### src/rtl/cpu_defs_pkg.sv
// Shared CPU-wide widths, constants and the fetch FIFO entry layout.
package cpu_defs_pkg;
  localparam int INSTR_W = 32;
  localparam int ADDR_W  = 32;

  localparam logic [INSTR_W-1:0] NOP_INSTR        = 32'h0000_0000;
  localparam logic [ADDR_W-1:0]  PC_STEP          = 32'd4;
  localparam logic [ADDR_W-1:0]  RESET_PC_DEFAULT = 32'h0000_0000;

  typedef struct packed {
    logic [INSTR_W-1:0] instr;
    logic [ADDR_W-1:0]  pc;
  } fetch_entry_t;

  // Force a byte address onto a word boundary.
  function automatic logic [ADDR_W-1:0] word_align(input logic [ADDR_W-1:0] addr);
    return {addr[ADDR_W-1:2], 2'b00};
  endfunction
endpackage

### src/rtl/fetch_fifo.sv
// Small synchronous FIFO of {instr, pc} entries with a combinational head view.
module fetch_fifo
  import cpu_defs_pkg::*;
#(
  parameter int DEPTH = 2
) (
  input  logic                     clk,
  input  logic                     rst_n,
  input  logic                     clear,
  input  logic                     push,
  input  fetch_entry_t             push_data,
  input  logic                     pop,
  output logic [$clog2(DEPTH):0]   count,
  output fetch_entry_t             head
);
  localparam int PTR_W = $clog2(DEPTH);
  localparam logic [PTR_W:0] DEPTH_C = (PTR_W + 1)'(DEPTH);

  fetch_entry_t     mem_reg [DEPTH];
  logic [PTR_W-1:0] wr_ptr_reg, wr_ptr_next;
  logic [PTR_W-1:0] rd_ptr_reg, rd_ptr_next;
  logic [PTR_W:0]   count_reg, count_next;
  logic             push_ok, pop_ok;

  // Guard against overflow/underflow even if the caller misbehaves.
  assign push_ok = push & ~clear & (count_reg != DEPTH_C);
  assign pop_ok  = pop  & ~clear & (count_reg != '0);

  always_comb begin
    wr_ptr_next = wr_ptr_reg;
    rd_ptr_next = rd_ptr_reg;
    count_next  = count_reg;
    if (clear) begin
      wr_ptr_next = '0;
      rd_ptr_next = '0;
      count_next  = '0;
    end else begin
      if (push_ok) wr_ptr_next = wr_ptr_reg + 1'b1;
      if (pop_ok)  rd_ptr_next = rd_ptr_reg + 1'b1;
      case ({push_ok, pop_ok})
        2'b10:   count_next = count_reg + 1'b1;
        2'b01:   count_next = count_reg - 1'b1;
        default: count_next = count_reg;
      endcase
    end
  end

  always_ff @(posedge clk or negedge rst_n) begin
    if (!rst_n) begin
      wr_ptr_reg <= '0;
      rd_ptr_reg <= '0;
      count_reg  <= '0;
    end else begin
      wr_ptr_reg <= wr_ptr_next;
      rd_ptr_reg <= rd_ptr_next;
      count_reg  <= count_next;
    end
  end

  // Storage carries no reset; validity is tracked by count alone.
  always_ff @(posedge clk) begin
    if (push_ok) mem_reg[wr_ptr_reg] <= push_data;
  end

  assign count = count_reg;
  assign head  = mem_reg[rd_ptr_reg];
endmodule

### src/rtl/instr_fetch.sv
// Fetch initiator: owns the PC, drives the combinational ROM and buffers
// fetched words for decode, flushing on redirects.
module instr_fetch
  import cpu_defs_pkg::*;
#(
  parameter logic [ADDR_W-1:0] RESET_PC = RESET_PC_DEFAULT,
  parameter int                DEPTH    = 2
) (
  input  logic               clk,
  input  logic               rst_n,
  output logic               rom_en,
  output logic [ADDR_W-1:0]  rom_addr,
  input  logic [INSTR_W-1:0] rom_instr,
  input  logic               redirect,
  input  logic [ADDR_W-1:0]  redirect_pc,
  output logic               out_valid,
  input  logic               out_ready,
  output logic [INSTR_W-1:0] out_instr,
  output logic [ADDR_W-1:0]  out_pc
);
  localparam int CNT_W = $clog2(DEPTH) + 1;
  localparam logic [CNT_W-1:0] DEPTH_C = CNT_W'(DEPTH);

  logic [ADDR_W-1:0] pc_reg, pc_next;
  logic              started_reg;
  logic [CNT_W-1:0]  fifo_count;
  fetch_entry_t      fifo_head;
  fetch_entry_t      push_data;
  logic              fifo_pop;

  assign rom_addr = word_align(pc_reg);

  // Fullness uses the registered count only; a same-cycle pop does not make room.
  assign rom_en    = started_reg & ~redirect & (fifo_count != DEPTH_C);
  assign out_valid = (fifo_count != '0);
  assign fifo_pop  = out_valid & out_ready & ~redirect;

  assign push_data.instr = rom_instr;
  assign push_data.pc    = rom_addr;

  always_comb begin
    pc_next = pc_reg;
    if (redirect)    pc_next = word_align(redirect_pc);
    else if (rom_en) pc_next = rom_addr + PC_STEP;
  end

  always_ff @(posedge clk or negedge rst_n) begin
    if (!rst_n) begin
      pc_reg      <= RESET_PC;
      started_reg <= 1'b0;
    end else begin
      pc_reg      <= pc_next;
      started_reg <= 1'b1;
    end
  end

  fetch_fifo #(
    .DEPTH(DEPTH)
  ) u_fetch_fifo (
    .clk       (clk),
    .rst_n     (rst_n),
    .clear     (redirect),
    .push      (rom_en),
    .push_data (push_data),
    .pop       (fifo_pop),
    .count     (fifo_count),
    .head      (fifo_head)
  );

  // Empty FIFO presents a NOP so decode never sees stale storage.
  assign out_instr = out_valid ? fifo_head.instr : NOP_INSTR;
  assign out_pc    = out_valid ? fifo_head.pc    : '0;
endmodule

### config.mk
export PLATFORM = sky130hd
export DESIGN_NAME = instr_fetch
export DESIGN_NICKNAME = d
export VERILOG_FILES = /design/src/rtl/cpu_defs_pkg.sv /design/src/rtl/fetch_fifo.sv /design/src/rtl/instr_fetch.sv
export SDC_FILE = /design/constraint.sdc
export NUM_CORES = 1
export LEC_CHECK = 0
export ABC_AREA = 1
export ABC_CLOCK_PERIOD_IN_PS = 5900
export CORE_MARGIN = 2
export CORE_UTILIZATION = 25
export DETAILED_ROUTE_END_ITERATION = 10
export GPL_TIMING_DRIVEN = 1
export PLACE_DENSITY = 0.43
export SLEW_MARGIN = 10
export SYNTH_ARGS = -nofsm -noshare
export SYNTH_HDL_FRONTEND = slang
export SYNTH_SLANG_ARGS = --single-unit
### constraint.sdc
create_clock -name clk -period 5.9 [get_ports clk]
set_input_delay 1.18 -clock clk [delete_from_list [all_inputs] [get_ports clk]]
set_output_delay 1.18 -clock clk [all_outputs]
set_load 0.02 [all_outputs]
==> summary.md, run 1 <==
- 1.82 ns — Worst Setup Slack, final
- 0.269 — relative slew slack
- 0 — hold buffer count at cts
- 294 — drt initial violations
- output pin — Setup crit end kind
- 2.02 ns — Worst Setup Slack post-DPL
- flip-flop to output pin — type of the worst setup path
- 4.72 ns — data required time at the worst endpoint
- 3.32 ns — worst reg2reg setup slack
- 0.0274 — global routing met3 resource utilization
- met2 — most congested layer reported by global routing
- simple AND/OR/NAND/NOR gates — dominant combinational cell family by area after synthesis
- 3.65 nW — leakage dissipation
- u_fetch_fifo.mem_reg[1][30]$_DFFE_PP_ — FF-to-FF End
- complete, no violations — result of the run
- 0.220 — fraction of synthesis flops using an asynchronous set or reset pin
- 4 — H-tree depth
- false — setup repair after global routing missed its margin
- 37.6% — synthesis-to-finish area growth
- 124 — max FFs per register
- pc_reg[31]$_DFFE_PN0P_ — worst hold path startpoint
- 159 — buffers added on ports
- 173 um — vertical die dimension
- 0 — number of hold violations in the final report
- 32700 um — global-route wire length before repair
- 124 — number of flops mapped to enable cells by yosys
- 2.90 ns — Critical Path AT
- 166 — I/O pin count
- 0.00733 — xor and xnor area share after synthesis
- 5 — drt first pass iters
- 0.252 — starting density of the core
- 16.5 um — wire length per cell
- 0 — Final Max Slew Viols
- 0 — remaining antenna violation count after routing
- 30100 um2 — total die area
- 7 — Register-to-Register Path Depth
- 63 — pin count of the biggest net entering global routing
- 0 — Post-CTS Resized
- 0.230 — simple-gate portion of the synthesized area
- 0 — remaining global-route overflow
- 0 — total setup violations reported at the end of the flow
- sky130_fd_sc_hd__nand2_1 — most frequent standard cell in the layout excluding fill and tap cells
- 0 — multiplexer fraction of the synthesized cell area
- flip-flop — type of element launching the critical path
- 21200 um — Routed WL
- flip-flop to flip-flop — Hold WC Path Type
- 0 — hold path depth
- 0.143 — All-Layer GR Usage
- 0.794 — final estimated routing congestion in global placement
- 259 x sky130_fd_sc_hd__nand2_1, 159 x sky130_fd_sc_hd__clkdlybuf4s50_1, 124 x sky130_fd_sc_hd__edfxtp_1, 71 x sky130_fd_sc_hd__a21oi_1, 63 x sky130_fd_sc_hd__nor2_1 — highest-count cells in the layout ignoring fill and taps
- done — clock tree from TritonCTS
- 0 — total of warnings raised by yosys
- 0.245 GHz — highest achievable clock rate
- 0 — initial antenna violation count
- 0 — number of diodes
- 956 — number of nets at the end of the flow
- 0.0780 — fraction of the mapped netlist area in compound gates
- 398 nW/um2 — pwr dens
- 34 — unique cell type count in the Yosys netlist
- 159 — number of clock sinks
- u_fetch_fifo.count[1]$_DFFE_PN0P_ — reg-to-reg critical path startpoint
- 0.195 — met1 Resource Use GR
- 0.641 — share of synthesized area occupied by flip-flops and latches
- 2 — Clock Path Buffers
- u_fetch_fifo.mem_reg[0][29]$_DFFE_PP_ — Worst Hold End
- 0 ns — setup TNS
- 5511 — total via count in the routed design
- 28500 um2 — placeable core area
- 0.233 — met2 Track Usage GR
- 45 — critical path peak fanout
- 17 — CTS buffer count
- 0 — number of setup buffers added after CTS
- 159 — count of state elements after synthesis
- 0 — number of remaining DRC errors
- 0.07 ns — clock input transition at the sequential cells of the worst setup and hold paths
- 0.171 mV — Peak VDD IR
- 1.09 ns — slew at the pin closest to its max-slew limit
- 4.29 — Via density
- 0.00174 — post-synthesis share of cell area spent on full adders, half adders and majority gates
- sky130_fd_sc_hd__clkbuf_16 — root buffer cell
- 4.08 ns — min cycle time layout
- 7170 um2 — post-synth design cell area
- 726 — synthesized instance count
- 0.42 ns — clock latency reported for the late side of the worst-skew pair
- 0.0136 ns — maximum clock skew at final layout
- 5550 — via count of the first global-routing pass
- 0.0889 — fraction of final layout cells sized beyond drive strength 1
- 13700 um — half-perimeter wire length after placement
- 173 um — die width
- sky130_fd_sc_hd__edfxtp_1 — dominant synthesized flop cell
- 0.691 — final clock period utilization by the worst path
- 9.88 um2 — average instance area after synthesis
- 0 — maximum capacitance violations
- 62 — Row Count
[layout make-up]
| class | count | area, um2 |
|---|---|---|
| Fill cell | 2898 | 18600 |
| Sequential cell | 159 | 4600 |
| Multi-Input combinational cell | 505 | 2310 |
| Timing Repair Buffer | 172 | 1700 |
| Tap cell | 384 | 480 |
| Clock buffer | 21 | 460 |
| Clock inverter | 11 | 203 |
| Inverter | 32 | 120 |
[where the power goes]
group          switching [mW]  internal, mW
clock network           0.465         0.780
logic                   0.739         0.486
registers               0.115          1.35
[kinds of logic after synthesis]
group | count (synthesis)
AO/OA/AOI/OAI | 101
adder cells (fa/ha/maj) | 1
other | 2
flip-flops | 159
XOR/XNOR | 6
AND/OR/NAND/NOR | 392
buffers and inverters | 65
[cell usage after synthesis, types with 2 or more instances]
library cell | n | area, um2
sky130_fd_sc_hd__nor3_1 | 4 | 20.0
sky130_fd_sc_hd__a31oi_1 | 2 | 12.5
sky130_fd_sc_hd__nand4_1 | 5 | 31.3
sky130_fd_sc_hd__inv_2 | 10 | 37.5
sky130_fd_sc_hd__buf_4 | 4 | 30.0
sky130_fd_sc_hd__nand2_1 | 259 | 972
sky130_fd_sc_hd__buf_6 | 2 | 22.5
sky130_fd_sc_hd__nand3_1 | 37 | 185
sky130_fd_sc_hd__nor2_8 | 2 | 40.0
sky130_fd_sc_hd__o21bai_1 | 4 | 30.0
sky130_fd_sc_hd__dfrtp_1 | 35 | 876
sky130_fd_sc_hd__edfxtp_1 | 124 | 3720
sky130_fd_sc_hd__o21ai_0 | 12 | 60.1
sky130_fd_sc_hd__o21ai_1 | 4 | 20.0
sky130_fd_sc_hd__nor2_1 | 65 | 244
sky130_fd_sc_hd__nand2_2 | 8 | 50.1
sky130_fd_sc_hd__clkbuf_1 | 20 | 75.1
sky130_fd_sc_hd__inv_1 | 22 | 82.6
sky130_fd_sc_hd__a21oi_1 | 71 | 355
sky130_fd_sc_hd__nor2_2 | 5 | 31.3
sky130_fd_sc_hd__xor2_1 | 6 | 52.6
sky130_fd_sc_hd__nor2_4 | 5 | 56.3
sky130_fd_sc_hd__o211ai_1 | 4 | 30.0
sky130_fd_sc_hd__buf_2 | 5 | 25.0
sky130_fd_sc_hd__conb_1 | 2 | 7.51
[metrics by stage]
| step | hold slack, ns | utilization | cell area [um2] | std cells | total power [mW] |
|---|---|---|---|---|---|
| floorplan | 0.523 | - | 7180 | 729 | 2.11 |
| global placement | 0.575 | 0.323 | 9210 | 1252 | 2.74 |
| detailed placement | 0.584 | 0.323 | 9210 | 1252 | 2.74 |
| CTS | 0.599 | 0.347 | 9870 | 1284 | 4.00 |
| global route | 0.620 | 0.347 | 9870 | 1284 | 4.14 |
| finish | 0.599 | 0.347 | 9870 | 1284 | 3.93 |
[worst max-delay path: stages, from the launching register on]
cell	delay, ns
sky130_fd_sc_hd__dfrtp_1	0.43
sky130_fd_sc_hd__inv_2	0.13
sky130_fd_sc_hd__nand2_2	0.10
sky130_fd_sc_hd__inv_2	0.74
sky130_fd_sc_hd__buf_4	0.40
sky130_fd_sc_hd__a21oi_1	0.06
sky130_fd_sc_hd__clkdlybuf4s50_1	0.58
[how the worst max path moves through the flow]
| stage | end | from | depth (start not counted) | slack, ns |
|---|---|---|---|---|
| after global routing | out_pc[15] | u_fetch_fifo.count[0]$_DFFE_PN0P_ | 6 | 1.57 |
| after floorplan | u_fetch_fifo.mem_reg[0][0]$_DFFE_PP_ | redirect | 3 | 1.41 |
| after detailed placement | u_fetch_fifo.mem_reg[1][36]$_DFFE_PP_ | redirect | 7 | 2.02 |
| final | out_pc[15] | u_fetch_fifo.count[0]$_DFFE_PN0P_ | 6 | 1.82 |
| after global placement | u_fetch_fifo.mem_reg[1][36]$_DFFE_PP_ | redirect | 7 | 2.02 |
| after CTS | out_pc[13] | u_fetch_fifo.count[0]$_DFFE_PN0P_ | 6 | 1.74 |
[metal layers]
metal	share of wire	up-vias
met5	0	-
met4	0.010	0
met3	0.046	15
met2	0.47	148
met1	0.48	2598
li1	-	2750
Power figures use the tool's default switching activity.
==> run 2: changes to the inputs <==
--- a/config.mk
+++ b/config.mk
@@ -6,7 +6,7 @@
 export NUM_CORES = 1
 export LEC_CHECK = 0
 export ABC_AREA = 1
-export ABC_CLOCK_PERIOD_IN_PS = 5900
+export ABC_CLOCK_PERIOD_IN_PS = 3800
 export CORE_MARGIN = 2
 export CORE_UTILIZATION = 25
 export DETAILED_ROUTE_END_ITERATION = 10
==> constraint.sdc (replaced) <==
create_clock -name clk -period 3.8 [get_ports clk]
set_input_delay 0.76 -clock clk [delete_from_list [all_inputs] [get_ports clk]]
set_output_delay 0.76 -clock clk [all_outputs]
set_load 0.02 [all_outputs]
==> run 2 against run 1 <==
Clock skew fell by 0.0032 ns; count of clock-buffer cells in the layout fell by 1; combinational power rose by 54%; first-iteration DRC count rose by 12%; clock power rose by 63%; global-route usage fell by 0.32 points; non-clock buffer count did not move; sequential power rose by 55%; sequential cell count did not move; register-to-register slack got worse by 1.7 ns; via count rose by 0.69%; critical endpoint is now out_pc[20].
==> summary.md, run 2 (synthesized netlist as in run 1, its figures left out) <==
- done — clock tree from TritonCTS, unchanged
- complete, no violations — result of the run, unchanged
- 0 — Final Max Slew Viols, unchanged
- 0.591 ns — hold slack, was 0.599 ns
- 0.42 ns — clock latency reported for the late side of the worst-skew pair, about the same
- 626 nW/um2 — pwr dens, was 398 nW/um2
- 0.817 — final estimated routing congestion in global placement, was 0.794
- 0.0103 ns — maximum clock skew at final layout, was 0.0136 ns
- 0.257 mV — Peak VDD IR, was 0.171 mV
- output pin — Setup crit end kind, unchanged
- false — setup repair after global routing missed its margin, unchanged
- 0.252 — starting density of the core, unchanged
- sky130_fd_sc_hd__clkbuf_16 — root buffer cell, unchanged
- 17 — CTS buffer count, unchanged
- 62 — Row Count, unchanged
- 330 — drt initial violations, was 294
- 0.348 — fin util, was 0.347
- sky130_fd_sc_hd__nand2_1 — most frequent standard cell in the layout excluding fill and tap cells, unchanged
- 0.0878 — fraction of final layout cells sized beyond drive strength 1, was 0.0889
- 0 — number of diodes, unchanged
- 0 — initial antenna violation count, unchanged
- 173 um — vertical die dimension, unchanged
- 5 — drt first pass iters, unchanged
- 62 — critical path peak fanout, was 45
- 259 x sky130_fd_sc_hd__nand2_1, 159 x sky130_fd_sc_hd__clkdlybuf4s50_1, 124 x sky130_fd_sc_hd__edfxtp_1, 71 x sky130_fd_sc_hd__a21oi_1, 63 x sky130_fd_sc_hd__nor2_1 — highest-count cells in the layout ignoring fill and taps, unchanged
- flip-flop to output pin — type of the worst setup path, unchanged
- 28500 um2 — placeable core area, unchanged
- 0 ns — setup TNS, unchanged
- 0 — number of remaining DRC errors, unchanged
- 32000 um — global-route wire length before repair, was 32700 um
- 20600 um — Routed WL, was 21200 um
- flip-flop to flip-flop — Hold WC Path Type, unchanged
- 0.541 ns — Worst Setup Slack, final, was 1.82 ns
- 2.50 ns — Critical Path AT, was 2.90 ns
- 159 — buffers added on ports, unchanged
- 0.307 GHz — highest achievable clock rate
- 0 — total setup violations reported at the end of the flow, unchanged
- 0.07 ns — clock input transition at the sequential cells of the worst setup and hold paths, about the same
- 16.1 um — wire length per cell, was 16.5 um
- 4.32 — Via density, was 4.29
- 0.874 ns — Worst Setup Slack post-DPL, was 2.02 ns
- 1.06 ns — slew at the pin closest to its max-slew limit, was 1.09 ns
- 30100 um2 — total die area, unchanged
- 2908 — Fill cells, was 2898
- 0 — remaining global-route overflow, unchanged
- 5549 — total via count in the routed design, was 5511
- 166 — I/O pin count, unchanged
- 124 — max FFs per register, unchanged
- 3.67 nW — leakage dissipation, was 3.65 nW
- 63 — pin count of the biggest net entering global routing, unchanged
- 0 — Post-CTS Resized, unchanged
- 0.858 — final clock period utilization by the worst path
- 6.21 mW — power after layout, was 3.93 mW
- 3.04 ns — data required time at the worst endpoint, was 4.72 ns
- 0.296 — relative slew slack, was 0.269
- 0 — number of hold violations in the final report, unchanged
- 0 — maximum capacitance violations, unchanged
- 956 — number of nets at the end of the flow, unchanged
- 0 — number of setup buffers added after CTS, unchanged
- 2 — Clock Path Buffers, unchanged
- 13500 um — half-perimeter wire length after placement, was 13700 um
- 38.2% — synthesis-to-finish area growth, was 37.6%
- 3.26 ns — min cycle time layout
- 159 — number of clock sinks, unchanged
- 5448 — via count of the first global-routing pass, was 5550
- 0 — remaining antenna violation count after routing, unchanged
- 0 — hold buffer count at cts, unchanged
- 4 — H-tree depth, unchanged
- 0.140 — All-Layer GR Usage, was 0.143
- 173 um — die width, unchanged
- flip-flop — type of element launching the critical path, unchanged
## run 2: cell types whose count changed in the layout (fill, tap and decap cells not counted), moves of 2 or more
cell / previous run / this run
sky130_fd_sc_hd__bufinv_16: 5 / 7
sky130_fd_sc_hd__inv_6: 1 / 4
sky130_fd_sc_hd__clkinvlp_4: 2 / 0
sky130_fd_sc_hd__clkbuf_8: 2 / 0
## run 2: report_power, final
group          switching (mW)  internal, mW  total (mW)
clock                   0.725          1.31        2.04
sequential              0.177          2.09        2.27
combinational            1.14         0.762        1.90
## run 2: cell type report
type | instances | area, um2 | area share
Clock buffer | 20 | 437 | 0.0441
Inverter | 32 | 120 | 0.0121
Multi-Input combinational cell | 505 | 2310 | 0.233
Clock inverter | 12 | 254 | 0.0256
Sequential cell | 159 | 4600 | 0.464
Timing Repair Buffer | 172 | 1710 | 0.173
Tap cell | 384 | 480 | 0.0485
## run 2: path summary, 6_finish.rpt
kind	from	endpoint	slack [ns]	depth (start not counted)
setup reg to reg	u_fetch_fifo.count[1]$_DFFE_PN0P_	u_fetch_fifo.mem_reg[0][10]$_DFFE_PP_	1.62	6
hold reg to reg	pc_reg[31]$_DFFE_PN0P_	u_fetch_fifo.mem_reg[1][29]$_DFFE_PP_	0.59	0
max in group asynchronous	rst_n	pc_reg[4]$_DFFE_PN0P_	2.11	2
setup / recovery	u_fetch_fifo.count[0]$_DFFE_PN0P_	out_pc[20]	0.54	6
min in group asynchronous	rst_n	pc_reg[23]$_DFFE_PN0P_	0.90	1
hold / removal	pc_reg[31]$_DFFE_PN0P_	u_fetch_fifo.mem_reg[1][29]$_DFFE_PP_	0.59	0
## run 2: layer usage
layer | part of all wire | vias to the layer above | GRT usage
met1 | 0.46 | 2634 | 0.186
met5 | 0 | - | 0
met4 | 0.0089 | 0 | 0.0328
met3 | 0.053 | 11 | 0.0305
met2 | 0.48 | 154 | 0.233
li1 | - | 2750 | -
## run 2: metrics by stage
stage,area [um2],cells
after floorplan,7190,729
final,9910,1284
after detailed placement,9220,1252
after global placement,9220,1252
after CTS,9910,1284
after global routing,9910,1284
## run 2: worst max-delay path, cell delays in order, from the launching register on
cell and delay [ns]:
sky130_fd_sc_hd__dfrtp_1 0.43, sky130_fd_sc_hd__inv_2 0.12, sky130_fd_sc_hd__nand2_2 0.11, sky130_fd_sc_hd__inv_2 0.06, sky130_fd_sc_hd__buf_4 0.62, sky130_fd_sc_hd__a21oi_1 0.08
sky130_fd_sc_hd__clkdlybuf4s50_1 0.64
==> run 3: changes to the inputs <==
--- a/config.mk
+++ b/config.mk
@@ -10,8 +10,9 @@
 export CORE_MARGIN = 2
 export CORE_UTILIZATION = 25
 export DETAILED_ROUTE_END_ITERATION = 10
+export DONT_BUFFER_PORTS = 1
 export GPL_TIMING_DRIVEN = 1
-export PLACE_DENSITY = 0.43
+export PLACE_DENSITY_LB_ADDON = 0.05
 export SLEW_MARGIN = 10
 export SYNTH_ARGS = -nofsm -noshare
 export SYNTH_HDL_FRONTEND = slang
==> run 3 against run 2 <==
Critical path depth fell by 1; power fell by 16%; non-clock buffer count fell by 159; largest cell class unchanged; highest routed layer unchanged; clock power fell by 19%; via count fell by 9.3%; combinational power fell by 35%.
==> summary.md, run 3 (synthesized netlist as in run 1, its figures left out) <==
- 124 — max FFs per register, unchanged
- primary input to async pin — Hold WC Path Type, was flip-flop to flip-flop
- 32700 um — global-route wire length before repair, was 32000 um
- 1.43 ns — worst reg2reg setup slack, was 1.62 ns
- 259 x sky130_fd_sc_hd__nand2_1, 124 x sky130_fd_sc_hd__edfxtp_1, 71 x sky130_fd_sc_hd__a21oi_1, 63 x sky130_fd_sc_hd__nor2_1, 37 x sky130_fd_sc_hd__nand3_1 — highest-count cells in the layout ignoring fill and taps, was 259 x sky130_fd_sc_hd__nand2_1, 159 x sky130_fd_sc_hd__clkdlybuf4s50_1, 124 x sky130_fd_sc_hd__edfxtp_1, 71 x sky130_fd_sc_hd__a21oi_1, 63 x sky130_fd_sc_hd__nor2_1
- 0 — remaining global-route overflow, unchanged
- sky130_fd_sc_hd__inv_2 — slowest stage cell, crit path, was sky130_fd_sc_hd__clkdlybuf4s50_1
- 0.252 — starting density of the core, unchanged
- 166 — I/O pin count, unchanged
- 278 — drt initial violations, was 330
- complete, no violations — result of the run, unchanged
- 2 — Clock Path Buffers, unchanged
- 0.263 mV — Peak VDD IR, was 0.257 mV
- flip-flop — type of element launching the critical path, unchanged
- inv_2 -> nand2_2 -> inv_2 -> buf_4 -> a21oi_1 — critical path, cell by cell, was inv_2 -> nand2_2 -> inv_2 -> buf_4 -> a21oi_1 -> clkdlybuf4s50_1
- 0 — initial antenna violation count, unchanged
- buffers and inverters — gate family responsible for the most delay along the worst path, unchanged
- done — clock tree from TritonCTS, unchanged
- 0.340 — relative slew slack, was 0.296
- 2.99 nW — leakage dissipation, was 3.67 nW
- 0 — Final Max Slew Viols, unchanged
- 0.145 — All-Layer GR Usage, was 0.140
- 6 — drt first pass iters, was 5
- 0 — buffers added on ports, was 159
- 2981 — Fill cells, was 2908
- 173 um — vertical die dimension, unchanged
- 19.3 um — wire length per cell, was 16.1 um
- 159 — number of clock sinks, unchanged
- 17 — CTS buffer count, unchanged
- 0 — number of diodes, unchanged
- 4.47 — Via density, was 4.32
- 0 — total setup violations reported at the end of the flow, unchanged
- 2.47 ns — Critical Path AT, was 2.50 ns
- 0.107 — fraction of final layout cells sized beyond drive strength 1, was 0.0878
- 797 — number of nets at the end of the flow, was 956
- 0 — number of remaining DRC errors, unchanged
- 0.814 — final estimated routing congestion in global placement, was 0.817
- output pin — Setup crit end kind, unchanged
- sky130_fd_sc_hd__inv_2 — CP dominant cell by count, unchanged
- 0.851 — final clock period utilization by the worst path, was 0.858
- 28500 um2 — placeable core area, unchanged
- 3.23 ns — min cycle time layout, was 3.26 ns
- 14.0% — synthesis-to-finish area growth, was 38.2%
- 0.60 ns — largest stage delay on the critical path, was 0.64 ns
- flip-flop to output pin — type of the worst setup path, unchanged
- 5139 — via count of the first global-routing pass, was 5448
- 0.0165 ns — maximum clock skew at final layout, was 0.0103 ns
- 0 — number of setup buffers added after CTS, unchanged
- 3.04 ns — data required time at the worst endpoint, about the same
- 0.0315 ns — hold slack, was 0.591 ns
- 0 ns — setup TNS, unchanged
- 0 — remaining antenna violation count after routing, unchanged
- 36 — critical path peak fanout, was 62
- sky130_fd_sc_hd__clkbuf_16 — root buffer cell, unchanged
- false — setup repair after global routing missed its margin, unchanged
- 0 — number of hold violations in the final report, unchanged
- 4 — H-tree depth, unchanged
- 21700 um — Routed WL, was 20600 um
- 5032 — total via count in the routed design, was 5549
- 14400 um — half-perimeter wire length after placement, was 13500 um
- 0.309 GHz — highest achievable clock rate, was 0.307 GHz
- 173 um — die width, unchanged
- 62 — Row Count, unchanged
- 0.07 ns — clock input transition at the sequential cells of the worst setup and hold paths, about the same
- 63 — pin count of the biggest net entering global routing, unchanged
- 640 nW/um2 — pwr dens, was 626 nW/um2
- 3 — critical path buffer and inverter count, was 4
- 0.987 ns — slew at the pin closest to its max-slew limit, was 1.06 ns
- 30100 um2 — total die area, unchanged
- sky130_fd_sc_hd__nand2_1 — most frequent standard cell in the layout excluding fill and tap cells, unchanged
- 0 — maximum capacitance violations, unchanged
- 0.43 ns — clock latency reported for the late side of the worst-skew pair, was 0.42 ns
run 3: cell types whose count changed in the layout (fill, tap and decap cells not counted), moves of 2 or more:
cell / delta
sky130_fd_sc_hd__bufinv_16: -7
sky130_fd_sc_hd__clkbuf_1: -2
sky130_fd_sc_hd__clkdlybuf4s50_1: -159
sky130_fd_sc_hd__clkinv_4: +2
sky130_fd_sc_hd__clkinvlp_4: +4
sky130_fd_sc_hd__dlygate4sd3_1: +2
sky130_fd_sc_hd__inv_8: +2
run 3: routing by layer:
| metal | GRT usage | vias up | wire (um) |
|---|---|---|---|
| met5 | 0 | - | 0 |
| met4 | 0.0339 | 0 | 243 |
| met3 | 0.0520 | 12 | 1610 |
| met2 | 0.239 | 152 | 10400 |
| met1 | 0.181 | 2441 | 9430 |
| li1 | - | 2427 | - |
run 3: where the power goes:
group / switching [mW] / internal, mW / leakage (nW)
clock network: 0.793 / 0.860 / 0.258
logic: 0.993 / 0.232 / 1.17
registers: 0.260 / 2.09 / 1.56
run 3: worst register-to-register path, stage by stage, from the launching register on:
cell and delay, ns:
sky130_fd_sc_hd__dfrtp_1 0.43, sky130_fd_sc_hd__inv_2 0.12, sky130_fd_sc_hd__o21ai_4 0.11, sky130_fd_sc_hd__nor2_1 0.16, sky130_fd_sc_hd__inv_2 0.13, sky130_fd_sc_hd__nor2_4 0.62
sky130_fd_sc_hd__buf_4 0.46
run 3: what timing repair did:
action,CTS,global route
hold endpoints to repair,1,18
hold buffers,1,1
resized for setup,0,0
run 3: path summary, 6_finish.rpt:
check | from | endpoint | depth (start not counted)
setup reg to reg | u_fetch_fifo.count[1]$_DFFE_PN0P_ | u_fetch_fifo.mem_reg[0][2]$_DFFE_PP_ | 6
hold / removal | rst_n | pc_reg[28]$_DFFE_PN0P_ | 0
setup / recovery | u_fetch_fifo.count[0]$_DFFE_PN0P_ | out_pc[20] | 5
max in group asynchronous | rst_n | u_fetch_fifo.rd_ptr_reg$_DFFE_PN0P_ | 1
hold reg to reg | u_fetch_fifo.wr_ptr_reg$_DFFE_PN0P_ | u_fetch_fifo.wr_ptr_reg$_DFFE_PN0P_ | 2
min in group clk | rom_instr[2] | u_fetch_fifo.mem_reg[1][32]$_DFFE_PP_ | 0
run 3: area by class of cell:
cell class,instances,area [um2],area share
timing repair buffer,13,115,0.0141
multi-input combinational,505,2310,0.282
clock inverter,14,123,0.0150
inverter,32,120,0.0147
sequential,159,4600,0.563
tap,384,480,0.0588
clock buffer,18,429,0.0525
run 3: metrics by stage:
stage	std cells	instance area [um2]	power (mW)	utilization	setup slack, ns
CTS	1124	8160	5.32	0.287	0.486
detailed placement	1091	7600	3.64	0.267	0.961
finish	1125	8170	5.23	0.287	0.568
global route	1125	8170	5.52	0.287	0.391
floorplan	729	7190	3.27	-	0.780
global placement	1091	7600	3.63	0.267	1.00
